[src/rtl/dt_pkg.sv]
// Shared definitions for the distance-transform scan scheduler: default
// geometry, FSM state encoding, neighbour window offsets, slot numbers
// and pass encodings.
package dt_pkg;

  localparam int IMG_W  = 128;
  localparam int IMG_H  = 128;
  localparam int ADDR_W = 14;
  localparam int WORD_W = 16;
  localparam int DW     = 8;

  typedef enum logic [3:0] {
    S_IDLE,
    S_ROM_RD,
    S_ROM_WAIT,
    S_PIX,
    S_NB_RD,
    S_NB_LAST,
    S_CALC,
    S_WR,
    S_NEXT,
    S_PASS_SW,
    S_DONE
  } state_t;

  localparam logic PASS_FWD = 1'b0;
  localparam logic PASS_BWD = 1'b1;

  // A neighbour offset is kept as (row delta, column delta) so that the
  // linear offset follows whatever image width the scheduler is built for.
  typedef struct packed {
    int dr;
    int dc;
  } nb_ofs_t;

  // Forward window: upper-left, up, upper-right, left.
  localparam nb_ofs_t FWD_OFS [0:3] = '{
    '{dr: -1, dc: -1},
    '{dr: -1, dc:  0},
    '{dr: -1, dc:  1},
    '{dr:  0, dc: -1}
  };

  // Backward window: right, lower-left, down, lower-right, then the centre.
  localparam nb_ofs_t BWD_OFS [0:4] = '{
    '{dr:  0, dc:  1},
    '{dr:  1, dc: -1},
    '{dr:  1, dc:  0},
    '{dr:  1, dc:  1},
    '{dr:  0, dc:  0}
  };

  localparam logic [2:0] SLOT_NB_LAST = 3'd3;
  localparam logic [2:0] SLOT_CENTRE  = 3'd4;

  function automatic int nb_offset(input nb_ofs_t o, input int img_w);
    return o.dr * img_w + o.dc;
  endfunction

endpackage

[src/rtl/dt_nb_addr_gen.sv]
// Neighbour address generator: turns the current pixel index, the pass
// and the window issue index into a result-RAM address, and flags pixels
// on the image border (which never fetch a window).
module dt_nb_addr_gen
  import dt_pkg::*;
#(
  parameter int IMG_W  = dt_pkg::IMG_W,
  parameter int IMG_H  = dt_pkg::IMG_H,
  parameter int ADDR_W = dt_pkg::ADDR_W
) (
  input  logic [ADDR_W-1:0] p,
  input  logic              pass,
  input  logic [2:0]        idx,
  output logic [ADDR_W-1:0] nb_addr,
  output logic              border
);

  localparam int COL_W = $clog2(IMG_W);
  localparam int ROW_W = ADDR_W - COL_W;

  int ofs;

  logic [COL_W-1:0] col;
  logic [ROW_W-1:0] row;

  // Select the linear offset of the neighbour being issued this cycle.
  always_comb begin
    ofs = 0;
    if (pass == PASS_FWD) begin
      case (idx)
        3'd0:    ofs = nb_offset(FWD_OFS[0], IMG_W);
        3'd1:    ofs = nb_offset(FWD_OFS[1], IMG_W);
        3'd2:    ofs = nb_offset(FWD_OFS[2], IMG_W);
        3'd3:    ofs = nb_offset(FWD_OFS[3], IMG_W);
        default: ofs = 0;
      endcase
    end else begin
      case (idx)
        3'd0:    ofs = nb_offset(BWD_OFS[0], IMG_W);
        3'd1:    ofs = nb_offset(BWD_OFS[1], IMG_W);
        3'd2:    ofs = nb_offset(BWD_OFS[2], IMG_W);
        3'd3:    ofs = nb_offset(BWD_OFS[3], IMG_W);
        3'd4:    ofs = nb_offset(BWD_OFS[4], IMG_W);
        default: ofs = 0;
      endcase
    end
  end

  assign nb_addr = p + ADDR_W'(ofs);

  assign col = p[COL_W-1:0];
  assign row = p[ADDR_W-1:COL_W];

  assign border = (col == '0) || (col == COL_W'(IMG_W - 1)) ||
                  (row == '0) || (row == ROW_W'(IMG_H - 1));

endmodule

[src/rtl/dt_scan_scheduler.sv]
// Distance-transform scan scheduler. Walks the packed binary image in a
// forward then a reverse raster pass, fetches each object pixel's
// neighbour window from the result RAM, hands it to the min/+1 datapath
// and writes the result back. Owns every ROM and RAM strobe.
// Optional build macro DT_SKIP_BG_WORD_EN: in the backward pass, an
// all-background ROM word is skipped without visiting its pixels.
module dt_scan_scheduler
  import dt_pkg::*;
#(
  parameter int IMG_W  = dt_pkg::IMG_W,
  parameter int IMG_H  = dt_pkg::IMG_H,
  parameter int ADDR_W = dt_pkg::ADDR_W,
  parameter int WORD_W = dt_pkg::WORD_W,
  parameter int DW     = dt_pkg::DW
) (
  input  logic                                 clk,
  input  logic                                 reset,
  input  logic                                 start,
  output logic                                 done,
  output logic                                 sti_rd,
  output logic [ADDR_W-$clog2(WORD_W)-1:0]     sti_addr,
  input  logic [WORD_W-1:0]                    sti_di,
  output logic                                 res_rd,
  output logic                                 res_wr,
  output logic [ADDR_W-1:0]                    res_addr,
  input  logic [DW-1:0]                        res_di,
  output logic [DW-1:0]                        res_do,
  output logic                                 dp_load,
  output logic [2:0]                           dp_slot,
  output logic                                 dp_mode,
  output logic                                 dp_go,
  input  logic                                 dp_ack,
  input  logic [DW-1:0]                        dp_result
);

  localparam int BIT_W  = $clog2(WORD_W);
  localparam int ROM_AW = ADDR_W - BIT_W;
  localparam logic [ADDR_W-1:0] LAST_PIX = ADDR_W'(IMG_W * IMG_H - 1);

  state_t state, state_n;

  logic [ADDR_W-1:0] p;
  logic              pass;
  logic [WORD_W-1:0] word;
  logic [2:0]        idx;

  logic [ADDR_W-1:0] nb_addr;
  logic              border;
  logic              pix_bit;
  logic [2:0]        last_idx;
  logic [ROM_AW-1:0] word_idx;
  logic [ADDR_W-1:0] p_inc;

  dt_nb_addr_gen #(
    .IMG_W  (IMG_W),
    .IMG_H  (IMG_H),
    .ADDR_W (ADDR_W)
  ) u_nb_addr_gen (
    .p       (p),
    .pass    (pass),
    .idx     (idx),
    .nb_addr (nb_addr),
    .border  (border)
  );

  assign word_idx = p[ADDR_W-1:BIT_W];
  assign pix_bit  = word[BIT_W'(WORD_W - 1) - p[BIT_W-1:0]];
  assign last_idx = (pass == PASS_FWD) ? SLOT_NB_LAST : SLOT_CENTRE;
  assign p_inc    = p + ADDR_W'(1);
  assign dp_mode  = pass;

  // State register; reset abandons any partial window immediately.
  always_ff @(posedge clk or negedge reset) begin
    if (!reset) state <= S_IDLE;
    else        state <= state_n;
  end

  // Next-state logic for the raster walk and window fetch sequence.
  always_comb begin
    state_n = state;
    unique case (state)
      S_IDLE:     if (start) state_n = S_ROM_RD;
      S_ROM_RD:   state_n = S_ROM_WAIT;
      S_ROM_WAIT: begin
        state_n = S_PIX;
`ifdef DT_SKIP_BG_WORD_EN
        if (pass == PASS_BWD && sti_di == '0)
          state_n = (word_idx == '0) ? S_DONE : S_ROM_RD;
`endif
      end
      S_PIX: begin
        if (border || !pix_bit) state_n = (pass == PASS_FWD) ? S_WR : S_NEXT;
        else                    state_n = S_NB_RD;
      end
      S_NB_RD:    if (idx == last_idx) state_n = S_NB_LAST;
      S_NB_LAST:  state_n = S_CALC;
      S_CALC:     if (dp_ack) state_n = S_WR;
      S_WR:       state_n = S_NEXT;
      S_NEXT: begin
        if (pass == PASS_FWD) begin
          if (p == LAST_PIX)                state_n = S_PASS_SW;
          else if (p_inc[BIT_W-1:0] == '0)  state_n = S_ROM_RD;
          else                              state_n = S_PIX;
        end else begin
          if (p == '0)                      state_n = S_DONE;
          else if (p[BIT_W-1:0] == '0)      state_n = S_ROM_RD;
          else                              state_n = S_PIX;
        end
      end
      S_PASS_SW:  state_n = S_ROM_RD;
      S_DONE:     state_n = S_IDLE;
      default:    state_n = S_IDLE;
    endcase
  end

  // Pixel index, pass, latched ROM word, window index, write data and go pulse.
  always_ff @(posedge clk or negedge reset) begin
    if (!reset) begin
      p      <= '0;
      pass   <= PASS_FWD;
      word   <= '0;
      idx    <= '0;
      res_do <= '0;
      dp_go  <= 1'b0;
    end else begin
      dp_go <= (state == S_NB_LAST);
      case (state)
        S_IDLE: begin
          if (start) begin
            p    <= '0;
            pass <= PASS_FWD;
          end
        end
        S_ROM_WAIT: begin
          word <= sti_di;
`ifdef DT_SKIP_BG_WORD_EN
          if (pass == PASS_BWD && sti_di == '0 && word_idx != '0)
            p <= p - ADDR_W'(WORD_W);
`endif
        end
        S_PIX: begin
          idx    <= '0;
          res_do <= '0;
        end
        S_NB_RD: idx <= idx + 3'd1;
        S_CALC:  if (dp_ack) res_do <= dp_result;
        S_NEXT: begin
          if (pass == PASS_FWD) begin
            if (p != LAST_PIX) p <= p_inc;
          end else begin
            if (p != '0) p <= p - ADDR_W'(1);
          end
        end
        S_PASS_SW: begin
          pass <= PASS_BWD;
          p    <= LAST_PIX;
        end
        S_DONE: pass <= PASS_FWD;
        default: ;
      endcase
    end
  end

  // Strobes, addresses and load markers decoded from the current state.
  always_comb begin
    done     = 1'b0;
    sti_rd   = 1'b0;
    sti_addr = '0;
    res_rd   = 1'b0;
    res_wr   = 1'b0;
    res_addr = '0;
    dp_load  = 1'b0;
    dp_slot  = '0;
    case (state)
      S_ROM_RD: begin
        sti_rd   = 1'b1;
        sti_addr = word_idx;
      end
      S_NB_RD: begin
        res_rd   = 1'b1;
        res_addr = nb_addr;
        if (idx != 3'd0) begin
          dp_load = 1'b1;
          dp_slot = idx - 3'd1;
        end
      end
      S_NB_LAST: begin
        dp_load = 1'b1;
        dp_slot = idx - 3'd1;
      end
      S_WR: begin
        res_wr   = 1'b1;
        res_addr = p;
      end
      S_DONE: done = 1'b1;
      default: ;
    endcase
  end

endmodule
[config.mk]
export PLATFORM = sky130hd
export DESIGN_NAME = dt_scan_scheduler
export DESIGN_NICKNAME = d
export VERILOG_FILES = /design/src/rtl/dt_pkg.sv /design/src/rtl/dt_nb_addr_gen.sv /design/src/rtl/dt_scan_scheduler.sv
export SDC_FILE = /design/constraint.sdc
export NUM_CORES = 1
export LEC_CHECK = 0
export BUFFER_PORTS_ARGS = -buffer_cell sky130_fd_sc_hd__buf_2
export CAP_MARGIN = 20
export CORE_AREA = 2 2 91 93
export DETAILED_ROUTE_END_ITERATION = 8
export DIE_AREA = 0 0 93 95
export PLACE_DENSITY = 0.73
export SLEW_MARGIN = 20
export SYNTH_ARGS = -nofsm -noshare
export SYNTH_HDL_FRONTEND = slang
export SYNTH_SLANG_ARGS = --single-unit
[constraint.sdc]
create_clock -name clk -period 6.6 [get_ports clk]
set_clock_uncertainty 0.15 [all_clocks]
set_input_delay 0.99 -clock clk [delete_from_list [all_inputs] [get_ports clk]]
set_output_delay 0.99 -clock clk [all_outputs]
set_load 0.05 [all_outputs]
==> parameters.txt, run 1 <==
Parameter                              Value

Status
  Outcome ... finished, final reports clean

Logic synthesis
  Synth Net Count ... 512
  Multiplexer fraction of the synthesized cell area ... 0.0840
  Most common flop cell mapped by yosys ... dfrtp_1
  Fraction of synthesized cell area taken by the top area cell type ... 0.306
  Most common cell in the synthesized netlist ... nand2_1
  Compound-gate portion of the synthesized area ... 0.220
  Cells taking the most area after synthesis ... dfrtp_1, ha_1, nand2_1
  Area share of fa/ha/maj cells after synthesis ... 0.0801
  Xor/xnor cell area share of the yosys netlist ... 0.0251
  Sequential cell area fraction in the yosys report ... 0.306
  Simple logic cell fraction of the synthesized area ... 0.226
  Mean instance size in the synthesized netlist ... 8.50 um2
  Number of flip-flops and latches in the synthesized netlist ... 47
  Combinational family with the most area after synthesis ... simple AND/OR/NAND/NOR gates
  Most instantiated cells after synthesis ... nand2_1, dfrtp_1, nor2_1, a21oi_1, o21ai_0
  Number of warnings issued by yosys ... 0
  Library cells used by synthesis ... 57
  Area leader, netlist ... dfrtp_1
  Post-synth ARST share ... 1.00
  Post-Syn Area ... 3840 um2
  Synth Instances ... 452
  Number of enable-type register cells in the synthesized netlist ... 0

Timing
  Transition time at the pin with the least slew margin ... 803 ps
  Worst slew margin relative to its limit ... 0.465
  Final worst-path cycle share ... 0.768
  Slack of the critical path ... 1530 ps
  Maximum operating frequency ... 197 MHz
  RSZ-0062 raised after global routing ... no
  Final-report max-slew violation count ... 0
  Number of hold violations in the final report ... 0
  Total negative slack for setup checks ... 0 ps
  Number of setup violations in the final report ... 0
  Fin crit period ... 5070 ps

Power and ir drop
  Largest vdd supply drop ... 221 uV
  Total Power ... 2090 uW
  Leakage ... 0.00191 uW
  Power per standard cell area ... 487 nW/um2

Floorplan
  Vert. Die Dim ... 95 um
  I/O pin count ... 78
  Cell Rows ... 33
  Area of the die ... 8840 um2
  Initial core utilization ... 0.485
  Horizontal extent of the die ... 93 um
  Total core area ... 7930 um2

Finish
  Final non-filler cell area ... 4290 um2
  Synth-to-Final Area Change ... 11.7%
  Final antenna diode count ... 0
  Final Core Density ... 0.541
  Layout filler cell count ... 773
  Ratio of cells with drive above 1 in the final layout ... 0.228
  Final layout net count ... 559

Setup path
  Largest fanout on the critical path ... 18
  Kind of end point of the critical path ... output port
  Endpoint arrival time on the critical path ... 3930 ps
  Setup crit start kind ... flop
  Required time at the worst-slack endpoint ... 5460 ps
  WS Path Type ... reg -> out

Clocking
  Clock latency on the worst-skew pair ... 320 ps
  Resized Gates After CTS ... 0
  TritonCTS sink count ... 47
  Hold Buf Count CTS ... 0
  Clock-pin transition on the worst setup and hold timing paths ... 90 ps
  Clock tree from TritonCTS ... built
  H-tree level count ... 2
  CTS Root Buffer Type ... clkbuf_8
  Post-CTS setup repair buffer count ... 0
  Number of buffers on the longest clock path ... 2
  TritonCTS Buffers ... 5

Place
  Post-Place Setup Slack ... 1910 ps
  Placed standard-cell area ... 4190 um2
  DP HPWL ... 6.80 mm
  Placer's final routability congestion estimate ... 0.891
  Port buffer count ... 69

GRT
  Vias in the first global route ... 3,212
  Grt total ovfl ... 0
  Maximum number of pins on one net before global-route repair ... 48
  Number of antenna violations at the first check in global routing ... 0
  Global-route wire length before repair ... 15.6 mm
  All-layer global routing usage ... 0.220

Routing
  Total Wirelength ... 9.40 mm
  DR WL/cell ... 15.5 um
  DRT antenna net count ... 0
  Via Count ... 3,544
  Post-detailed-route DRC marker count ... 0
  Via density per instance ... 5.86
  Number of DRC markers in iteration 0 ... 213
  1st-pass router iterations ... 4

Run
  Number of max-cap violations ... 0

Min path
  Hold Crit Class ... reg -> reg
[cell usage in the layout, fill, tap and decap left out, drive strengths merged, types with 5 or more instances in the layout]
cell type,n
o21ai,32
nor4,12
a211oi,7
nor2b,6
ha,23
mux4,5
and3,6
inv,22
buf,70
o31a,5
nand4,5
xor2,7
o211ai,5
dfrtp,47
nor2,42
clkbuf,5
a22o,5
and2,10
nand2,49
a21oi,32
mux2,16
nand3,6
nor3,13
nand2b,5
o22ai,9
[logic make-up after synthesis]
| family | Yosys count |
|---|---|
| AO/OA/AOI/OAI | 124 |
| XOR/XNOR | 11 |
| adder cells (fa/ha/maj) | 24 |
| buffers and inverters | 51 |
| flip-flops | 47 |
| multiplexers | 24 |
| AND/OR/NAND/NOR | 171 |
[worst max-delay path, stage by stage (launching register included)]
cell and delay [ps]:
dfrtp_1 760, inv_1 350, nor2_1 180, a211oi_1 70
o21bai_1 220, ha_1 210, inv_1 60, fa_1 390
nand2b_1 180, a21oi_1 260, o32ai_1 200, o211ai_1 260
mux2i_1 210, nand2_1 60, buf_2 210
[state kept, by name, summed over array words and instances (netlist names)]
register / flops
p: 14
idx: 3
dp_mode: 1
dp_go: 1
state: 4
res_do: 8
word: 16
[final timing paths]
check | from | to | slack (ps) | cells past startpoint
setup / recovery | dp_mode$_DFFE_PN0P_ | res_addr[12] | 1530 | 14
hold / removal | res_do[5]$_DFFE_PN0P_ | res_do[5]$_DFFE_PN0P_ | 330 | 2
setup reg to reg | state[3]$_DFFE_PN0P_ | p[9]$_DFFE_PN0P_ | 3500 | 5
hold reg to reg | res_do[5]$_DFFE_PN0P_ | res_do[5]$_DFFE_PN0P_ | 330 | 2
max in group asynchronous | reset | p[5]$_DFFE_PN0P_ | 5370 | 1
min in group asynchronous | reset | idx[1]$_DFFE_PN0P_ | 520 | 1
[per-stage QoR]
stage,hold WS (ps),instances
after floorplan,325,452
after global placement,310,597
after detailed placement,315,597
after CTS,337,605
after global routing,357,605
final,330,605
[area by class of cell]
class	instances	area, um2	area share
inverter	21	78.8	0.0184
multi-input combinational	354	2460	0.573
sequential	47	1180	0.274
clock inverter	3	23.8	0.00554
clock buffer	5	68.8	0.0160
timing repair buffer	70	355	0.0828
tap	105	131	0.0306
[power by group]
group / internal, uW / total [uW] / leakage, uW / switching, uW
Combinational: 509 / 1340 / 0.00126 / 833
Sequential: 394 / 562 / 0.000607 / 168
Clock: 75.9 / 186 / 0.0000408 / 110
[routing by layer]
metal	track usage	share of wire	vias up
met1	0.302	0.46	1687
met3	0.0351	0.064	10
met5	0	0	-
met2	0.365	0.46	111
li1	-	-	1736
met4	0.0515	0.013	0
Power figures use the tool's default switching activity.
==> run 2, diff against run 1 <==
Settings changed: ABC_AREA set to 1, CORE_AREA 2 2 91 93 to 2 2 94 96, DIE_AREA 0 0 93 95 to 0 0 96 98, PLACE_DENSITY 0.73 to 0.75.
Clock period 6.6 ns to 4.2 ns, I/O delays scaled along.
==> parameters.txt, run 2 <==
Parameter                              Value

Logic synthesis
  Cells taking the most area after synthesis ... dfrtp_1, nand2_1, nand3_1 (was dfrtp_1, ha_1, nand2_1)
  Sequential cell area fraction in the yosys report ... 0.285 (was 0.306)
  Synth Net Count ... 647 (was 512)
  Number of flip-flops and latches in the synthesized netlist ... 47 (unchanged)
  Mean instance size in the synthesized netlist ... 7.02 um2 (was 8.50 um2)
  Post-Syn Area ... 4120 um2 (was 3840 um2)
  Most common flop cell mapped by yosys ... dfrtp_1 (unchanged)
  Fraction of synthesized cell area taken by the top area cell type ... 0.285 (was 0.306)
  Most instantiated cells after synthesis ... nand2_1, nand3_1, inv_1, nor2_1, dfrtp_1 (was nand2_1, dfrtp_1, nor2_1, a21oi_1, o21ai_0)
  Synth Instances ... 587 (was 452)
  Library cells used by synthesis ... 41 (was 57)
  Number of warnings issued by yosys ... 0 (unchanged)
  Post-synth ARST share ... 1.00 (unchanged)
  Number of enable-type register cells in the synthesized netlist ... 0 (unchanged)
  Area leader, netlist ... dfrtp_1 (unchanged)
  Most common cell in the synthesized netlist ... nand2_1 (unchanged)

Min path
  Hold Crit Class ... in -> async (was reg -> reg)

GRT
  Grt total ovfl ... 0 (unchanged)
  Global-route wire length before repair ... 18.3 mm (was 15.6 mm)
  Vias in the first global route ... 3,898 (was 3,212)
  All-layer global routing usage ... 0.240 (was 0.220)
  Maximum number of pins on one net before global-route repair ... 48 (unchanged)
  Number of antenna violations at the first check in global routing ... 0 (unchanged)

Routing
  1st-pass router iterations ... 4 (unchanged)
  DRT antenna net count ... 0 (unchanged)
  Number of DRC markers in iteration 0 ... 213 (unchanged)
  Via density per instance ... 5.38 (was 5.86)
  DR WL/cell ... 14.1 um (was 15.5 um)
  Total Wirelength ... 10.6 mm (was 9.40 mm)
  Via Count ... 4,070 (was 3,544)
  Post-detailed-route DRC marker count ... 0 (unchanged)

Floorplan
  Horizontal extent of the die ... 96 um (was 93 um)
  Total core area ... 8470 um2 (was 7930 um2)
  Cell Rows ... 34 (was 33)
  Area of the die ... 9410 um2 (was 8840 um2)
  I/O pin count ... 78 (unchanged)
  Vert. Die Dim ... 98 um (was 95 um)
  Initial core utilization ... 0.487 (was 0.485)

Finish
  Flip-flop count of the largest register after layout ... 16 (unchanged)
  Register with the most flip-flops ... word (unchanged)
  Synth-to-Final Area Change ... 11.8% (was 11.7%)
  Ratio of cells with drive above 1 in the final layout ... 0.228 (about the same)
  Commonest cells after routing, fill and taps aside ... nand2_1, nand3_1, buf_2 (was buf_2, nand2_1, dfrtp_1)
  Final antenna diode count ... 0 (unchanged)
  Layout filler cell count ... 831 (was 773)
  Top Registers ... word (16), p (14), res_do (8) (unchanged)
  Final layout net count ... 708 (was 559)
  Commonest non-fill, non-tap cell in the layout ... nand2_1 (was buf_2)

Setup path
  Dominant delay contributor by cell family on the critical path ... simple AND/OR/NAND/NOR gates (was compound AO/OA/AOI/OAI gates)
  Largest stage delay on the critical path ... 440 ps (was 760 ps)
  WS Path Type ... reg -> out (unchanged)
  Slack of the worst reg-to-reg path ... 1470 ps (was 3500 ps)
  Crit. Startpoint ... idx[0]$_DFFE_PN0P_ (was dp_mode$_DFFE_PN0P_)
  RR Startpoint ... p[0]$_DFFE_PN0P_ (was state[3]$_DFFE_PN0P_)
  Buffering stage count on the worst path with inverters included ... 4 (was 3)
  Cell with the largest stage delay on the worst path ... dfrtp_1 (unchanged)
  Endpoint arrival time on the critical path ... 3130 ps (was 3930 ps)
  Kind of end point of the critical path ... output port (unchanged)
  Critical Path Most Common Cell ... nand2_1 (was inv_1)
  Required time at the worst-slack endpoint ... 3420 ps (was 5460 ps)
  CP cell instances ... inv_1 > ha_1 > nand2_1 > nand2_1 > o21ai_2 > inv_2 > ha_1 > nand2_1 > nand3_1 > nand2_1 > nand3_1 > a21oi_1 > inv_1 > nand2_1 > nand3_1 > nand2_1 > buf_2 (was inv_1 > nor2_1 > a211oi_1 > o21bai_1 > ha_1 > inv_1 > fa_1 > nand2b_1 > a21oi_1 > o32ai_1 > o211ai_1 > mux2i_1 > nand2_1 > buf_2)
  Setup crit start kind ... flop (unchanged)
  Largest fanout on the critical path ... 7 (was 18)

Timing
  Transition time at the pin with the least slew margin ... 728 ps (was 803 ps)
  Total negative slack for setup checks ... 0 ps (unchanged)
  Number of setup violations in the final report ... 0 (unchanged)
  Worst slew margin relative to its limit ... 0.513 (was 0.465)
  RSZ-0062 raised after global routing ... no (unchanged)
  Final worst-path cycle share ... 0.931
  Number of hold violations in the final report ... 0 (unchanged)
  Slack of the critical path ... 291 ps (was 1530 ps)
  Final-report max-slew violation count ... 0 (unchanged)
  Maximum operating frequency ... 256 MHz
  Fin crit period ... 3910 ps

Clocking
  Post-CTS setup repair buffer count ... 0 (unchanged)
  Clock latency on the worst-skew pair ... 320 ps (about the same)
  Number of buffers on the longest clock path ... 2 (unchanged)
  H-tree level count ... 2 (unchanged)
  Clock tree from TritonCTS ... built (unchanged)
  Clock-pin transition on the worst setup and hold timing paths ... 100 ps (was 90 ps)
  TritonCTS Buffers ... 5 (unchanged)
  CTS Root Buffer Type ... clkbuf_8 (unchanged)
  TritonCTS sink count ... 47 (unchanged)

Place
  Post-Place Setup Slack ... 334 ps (was 1910 ps)
  Port buffer count ... 69 (unchanged)
  DP HPWL ... 8.19 mm (was 6.80 mm)
  Placer's final routability congestion estimate ... 0.923 (was 0.891)

Status
  Outcome ... finished, final reports clean (unchanged)

Run
  Number of max-cap violations ... 0 (unchanged)
## run 2: changes by cell type in the layout (fill, tap and decap cells not counted), moves of 11 or more
cell / previous run / this run
nor2_1: 41 / 59
nand3_1: 6 / 72
nor4_1: 11 / 0
nand2_1: 49 / 140
inv_2: 0 / 16
inv_1: 21 / 60
## run 2: worst paths after layout
check | end | cells past startpoint
worst max register to register | p[12]$_DFFE_PN0P_ | 10
max in group asynchronous | res_do[3]$_DFFE_PN0P_ | 1
min in group clk | word[7]$_DFFE_PN0P_ | 1
worst max-delay path | res_addr[9] | 17
worst min-delay path | p[8]$_DFFE_PN0P_ | 1
worst min register to register | word[7]$_DFFE_PN0P_ | 1
## run 2: metal layers
metal | share of wire | vias up | global-route usage
met5 | 0 | - | 0
met3 | 0.046 | 22 | 0.0270
met2 | 0.47 | 121 | 0.389
met4 | 0.026 | 0 | 0.0846
met1 | 0.46 | 1877 | 0.328
li1 | - | 2050 | -
## run 2: kinds of logic (layout without fill, tap and decap cells)
family	after synthesis	after routing	synth area share
xor gates and xnor gates	7	7	0.0149
buffers and inverters	98	160	0.104
muxes	16	16	0.0437
DFF	47	47	0.285
adders and majority gates	24	24	0.0747
and+or+nand+nor	307	307	0.342
AOI/OAI and AO/OA	88	88	0.135
## run 2: stage by stage
stage	instance area [um2]	hold slack (ps)	utilization	cells
2_1_floorplan	4120	184	-	587
3_3_place_gp	4500	338	0.532	749
3_5_place_dp	4500	345	0.532	749
4_1_cts	4590	367	0.542	757
5_1_grt	4610	222	0.544	757
6_report	4610	165	0.544	757
## run 2: timing repair
item / CTS / global route
cloned: 0 / 0
hold buffers: 0 / 0
gates resized for setup: 1 / 9
pin swaps: 0 / 0
endpoints found under the setup margin: 1 / 10
## run 2: cell type report
class | count | area [um2] | area share
timing repair buffer | 72 | 375 | 0.0815
sequential | 47 | 1180 | 0.255
inverter | 80 | 305 | 0.0663
multi-input combinational | 442 | 2520 | 0.548
clock buffer | 6 | 72.6 | 0.0158
tap | 108 | 135 | 0.0293
clock inverter | 2 | 16.3 | 0.00353
Power of run 2 is not shown: default switching activity piles up to over one toggle a cycle in this logic, so the estimate is an artifact.
==> run 3, diff against run 2 <==
Settings changed: CORE_AREA 2 2 94 96 to 2 2 93 95, DIE_AREA 0 0 96 98 to 0 0 95 97, PLACE_DENSITY 0.75 to 0.76.
==> parameters.txt, run 3 (synthesized netlist as in run 2, its figures left out) <==
Parameter                              Value

Clocking
  Clock latency on the worst-skew pair ... 300 ps (was 320 ps)
  TritonCTS Buffers ... 5 (unchanged)
  TritonCTS sink count ... 47 (unchanged)
  H-tree level count ... 2 (unchanged)
  CTS Root Buffer Type ... clkbuf_8 (unchanged)
  Clock-pin transition on the worst setup and hold timing paths ... 90 ps (was 100 ps)
  Clock tree from TritonCTS ... built (unchanged)
  Hold Buf Count CTS ... 0 (unchanged)
  Number of buffers on the longest clock path ... 2 (unchanged)

Setup path
  Number of cells on the worst reg-to-reg path ... 11 (was 10)
  Buffering stage count on the worst path with inverters included ... 4 (unchanged)
  Slack of the worst reg-to-reg path ... 1470 ps (about the same)
  Kind of end point of the critical path ... output port (unchanged)
  CP cell instances ... inv_1 > ha_1 > nand2_1 > nand2_1 > o21ai_2 > inv_2 > ha_1 > a21oi_1 > inv_1 > nor2_1 > o21ai_0 > nand2_1 > a21oi_1 > o21bai_1 > buf_4 (was inv_1 > ha_1 > nand2_1 > nand2_1 > o21ai_2 > inv_2 > ha_1 > nand2_1 > nand3_1 > nand2_1 > nand3_1 > a21oi_1 > inv_1 > nand2_1 > nand3_1 > nand2_1 > buf_2)
  Cell with the largest stage delay on the worst path ... dfrtp_1 (unchanged)
  Critical R2R Capture ... p[12]$_DFFE_PN0P_ (unchanged)
  Required time at the worst-slack endpoint ... 3420 ps (about the same)
  RR Startpoint ... p[1]$_DFFE_PN0P_ (was p[0]$_DFFE_PN0P_)
  Setup crit start kind ... flop (unchanged)
  Endpoint arrival time on the critical path ... 3200 ps (was 3130 ps)
  Largest stage delay on the critical path ... 440 ps (about the same)
  WS Path Type ... reg -> out (unchanged)
  Dominant delay contributor by cell family on the critical path ... compound AO/OA/AOI/OAI gates (was simple AND/OR/NAND/NOR gates)
  Largest fanout on the critical path ... 7 (unchanged)
  Critical Path Most Common Cell ... nand2_1 (unchanged)

Place
  Placed cell count ... 747 (was 749)
  Placer's final routability congestion estimate ... 0.921 (was 0.923)
  Port buffer count ... 69 (unchanged)
  DP HPWL ... 8.19 mm (about the same)

Min path
  Hold Crit Class ... in -> async (unchanged)

GRT
  Global-route wire length before repair ... 17.9 mm (was 18.3 mm)
  All-layer global routing usage ... 0.240 (about the same)
  Vias in the first global route ... 3,828 (was 3,898)
  Maximum number of pins on one net before global-route repair ... 48 (unchanged)
  Number of antenna violations at the first check in global routing ... 0 (unchanged)
  Grt total ovfl ... 0 (unchanged)

Finish
  Commonest non-fill, non-tap cell in the layout ... nand2_1 (unchanged)
  Synth-to-Final Area Change ... 13.0% (was 11.8%)
  Multi-input gate area ... 2550 um2 (was 2520 um2)
  Commonest cells after routing, fill and taps aside ... nand2_1, nand3_1, buf_2 (unchanged)
  Layout filler cell count ... 738 (was 831)
  Top Registers ... word (16), p (14), res_do (8) (unchanged)
  Ratio of cells with drive above 1 in the final layout ... 0.231 (was 0.228)
  Register with the most flip-flops ... word (unchanged)
  Flip-flop count of the largest register after layout ... 16 (unchanged)
  Final antenna diode count ... 0 (unchanged)
  Final instance count without filler cells ... 754 (was 757)
  Final layout net count ... 709 (was 708)
  Sequential cell area in the final layout ... 1180 um2 (unchanged)

Floorplan
  Total core area ... 8130 um2 (was 8470 um2)
  I/O pin count ... 78 (unchanged)
  Initial core utilization ... 0.507 (was 0.487)
  Cell Rows ... 33 (was 34)
  Area of the die ... 9220 um2 (was 9410 um2)
  Vert. Die Dim ... 97 um (was 98 um)
  Horizontal extent of the die ... 95 um (was 96 um)

Timing
  Transition time at the pin with the least slew margin ... 682 ps (was 728 ps)
  Number of hold violations in the final report ... 0 (unchanged)
  Final worst-path cycle share ... 0.946 (was 0.931)
  Number of setup violations in the final report ... 0 (unchanged)
  Worst slew margin relative to its limit ... 0.544 (was 0.513)
  Fin crit period ... 3980 ps (was 3910 ps)
  Maximum operating frequency ... 252 MHz (was 256 MHz)
  Total negative slack for setup checks ... 0 ps (unchanged)
  Final-report max-slew violation count ... 0 (unchanged)
  Worst hold-check slack ... 181 ps (was 165 ps)
  RSZ-0062 raised after global routing ... yes (was no)

Routing
  DRT antenna net count ... 0 (unchanged)
  Via Count ... 4,112 (was 4,070)
  Number of DRC markers in iteration 0 ... 247 (was 213)
  Post-detailed-route DRC marker count ... 0 (unchanged)
  Via density per instance ... 5.45 (was 5.38)
  Total Wirelength ... 10.8 mm (was 10.6 mm)
  1st-pass router iterations ... 5 (was 4)
  DR WL/cell ... 14.3 um (was 14.1 um)

Status
  Outcome ... finished, final reports clean (unchanged)

Run
  Number of max-cap violations ... 0 (unchanged)
## run 3: changes by cell type in the layout (fill, tap and decap cells not counted), sizes merged
cell	change
bufinv	+1
inv	-1
## run 3: worst max-delay path by stage
stage	depth (start not counted)	endpoint	startpoint	slack [ps]
2_1_floorplan	11	res_addr[6]	dp_mode$_DFFE_PN0P_	90
6_report	15	res_addr[13]	idx[0]$_DFFE_PN0P_	220
3_5_place_dp	15	res_addr[13]	idx[0]$_DFFE_PN0P_	350
3_3_place_gp	15	res_addr[13]	idx[0]$_DFFE_PN0P_	420
4_1_cts	15	res_addr[13]	idx[0]$_DFFE_PN0P_	3
5_1_grt	14	res_addr[13]	idx[0]$_DFFE_PN0P_	-7
## run 3: area by class of cell
cell class | instances | area share
Tap cell | 105 | 0.0282
Clock buffer | 5 | 0.0148
Sequential cell | 47 | 0.253
Multi-Input combinational cell | 442 | 0.548
Inverter | 80 | 0.0656
Timing Repair Buffer | 73 | 0.0833
Clock inverter | 2 | 0.00806
## run 3: metal layers
metal / vias to the layer above / part of all wire / track usage
met4: 0 / 0.016 / 0.0580
met2: 156 / 0.48 / 0.404
met3: 15 / 0.059 / 0.0335
met1: 1897 / 0.44 / 0.324
met5: - / 0 / 0
li1: 2044 / - / -
## run 3: worst register-to-register path: cells and delay by family (launching register included)
family                     cells  cell delay [ps]
buffers and inverters          3              440
AOI/OAI and AO/OA              1              130
and+or+nand+nor                6             1090
adders and majority gates      1              180
DFF                            1              600
## run 3: what timing repair did
action	in CTS	in global routing
gates resized for setup	0	13
endpoints found under the setup margin	0	10
buffers inserted	0	0
hold endpoints to repair	0	0
## run 3: per-stage QoR
stage | utilization | instance area, um2 | setup WS, ps
final | 0.573 | 4660 | 225
after global routing | 0.573 | 4660 | -7.28
after CTS | 0.567 | 4610 | 3.37
after detailed placement | 0.554 | 4500 | 347
after global placement | 0.554 | 4500 | 420
after floorplan | - | 4120 | 92.7
Power of run 3 is left out for the same reason.
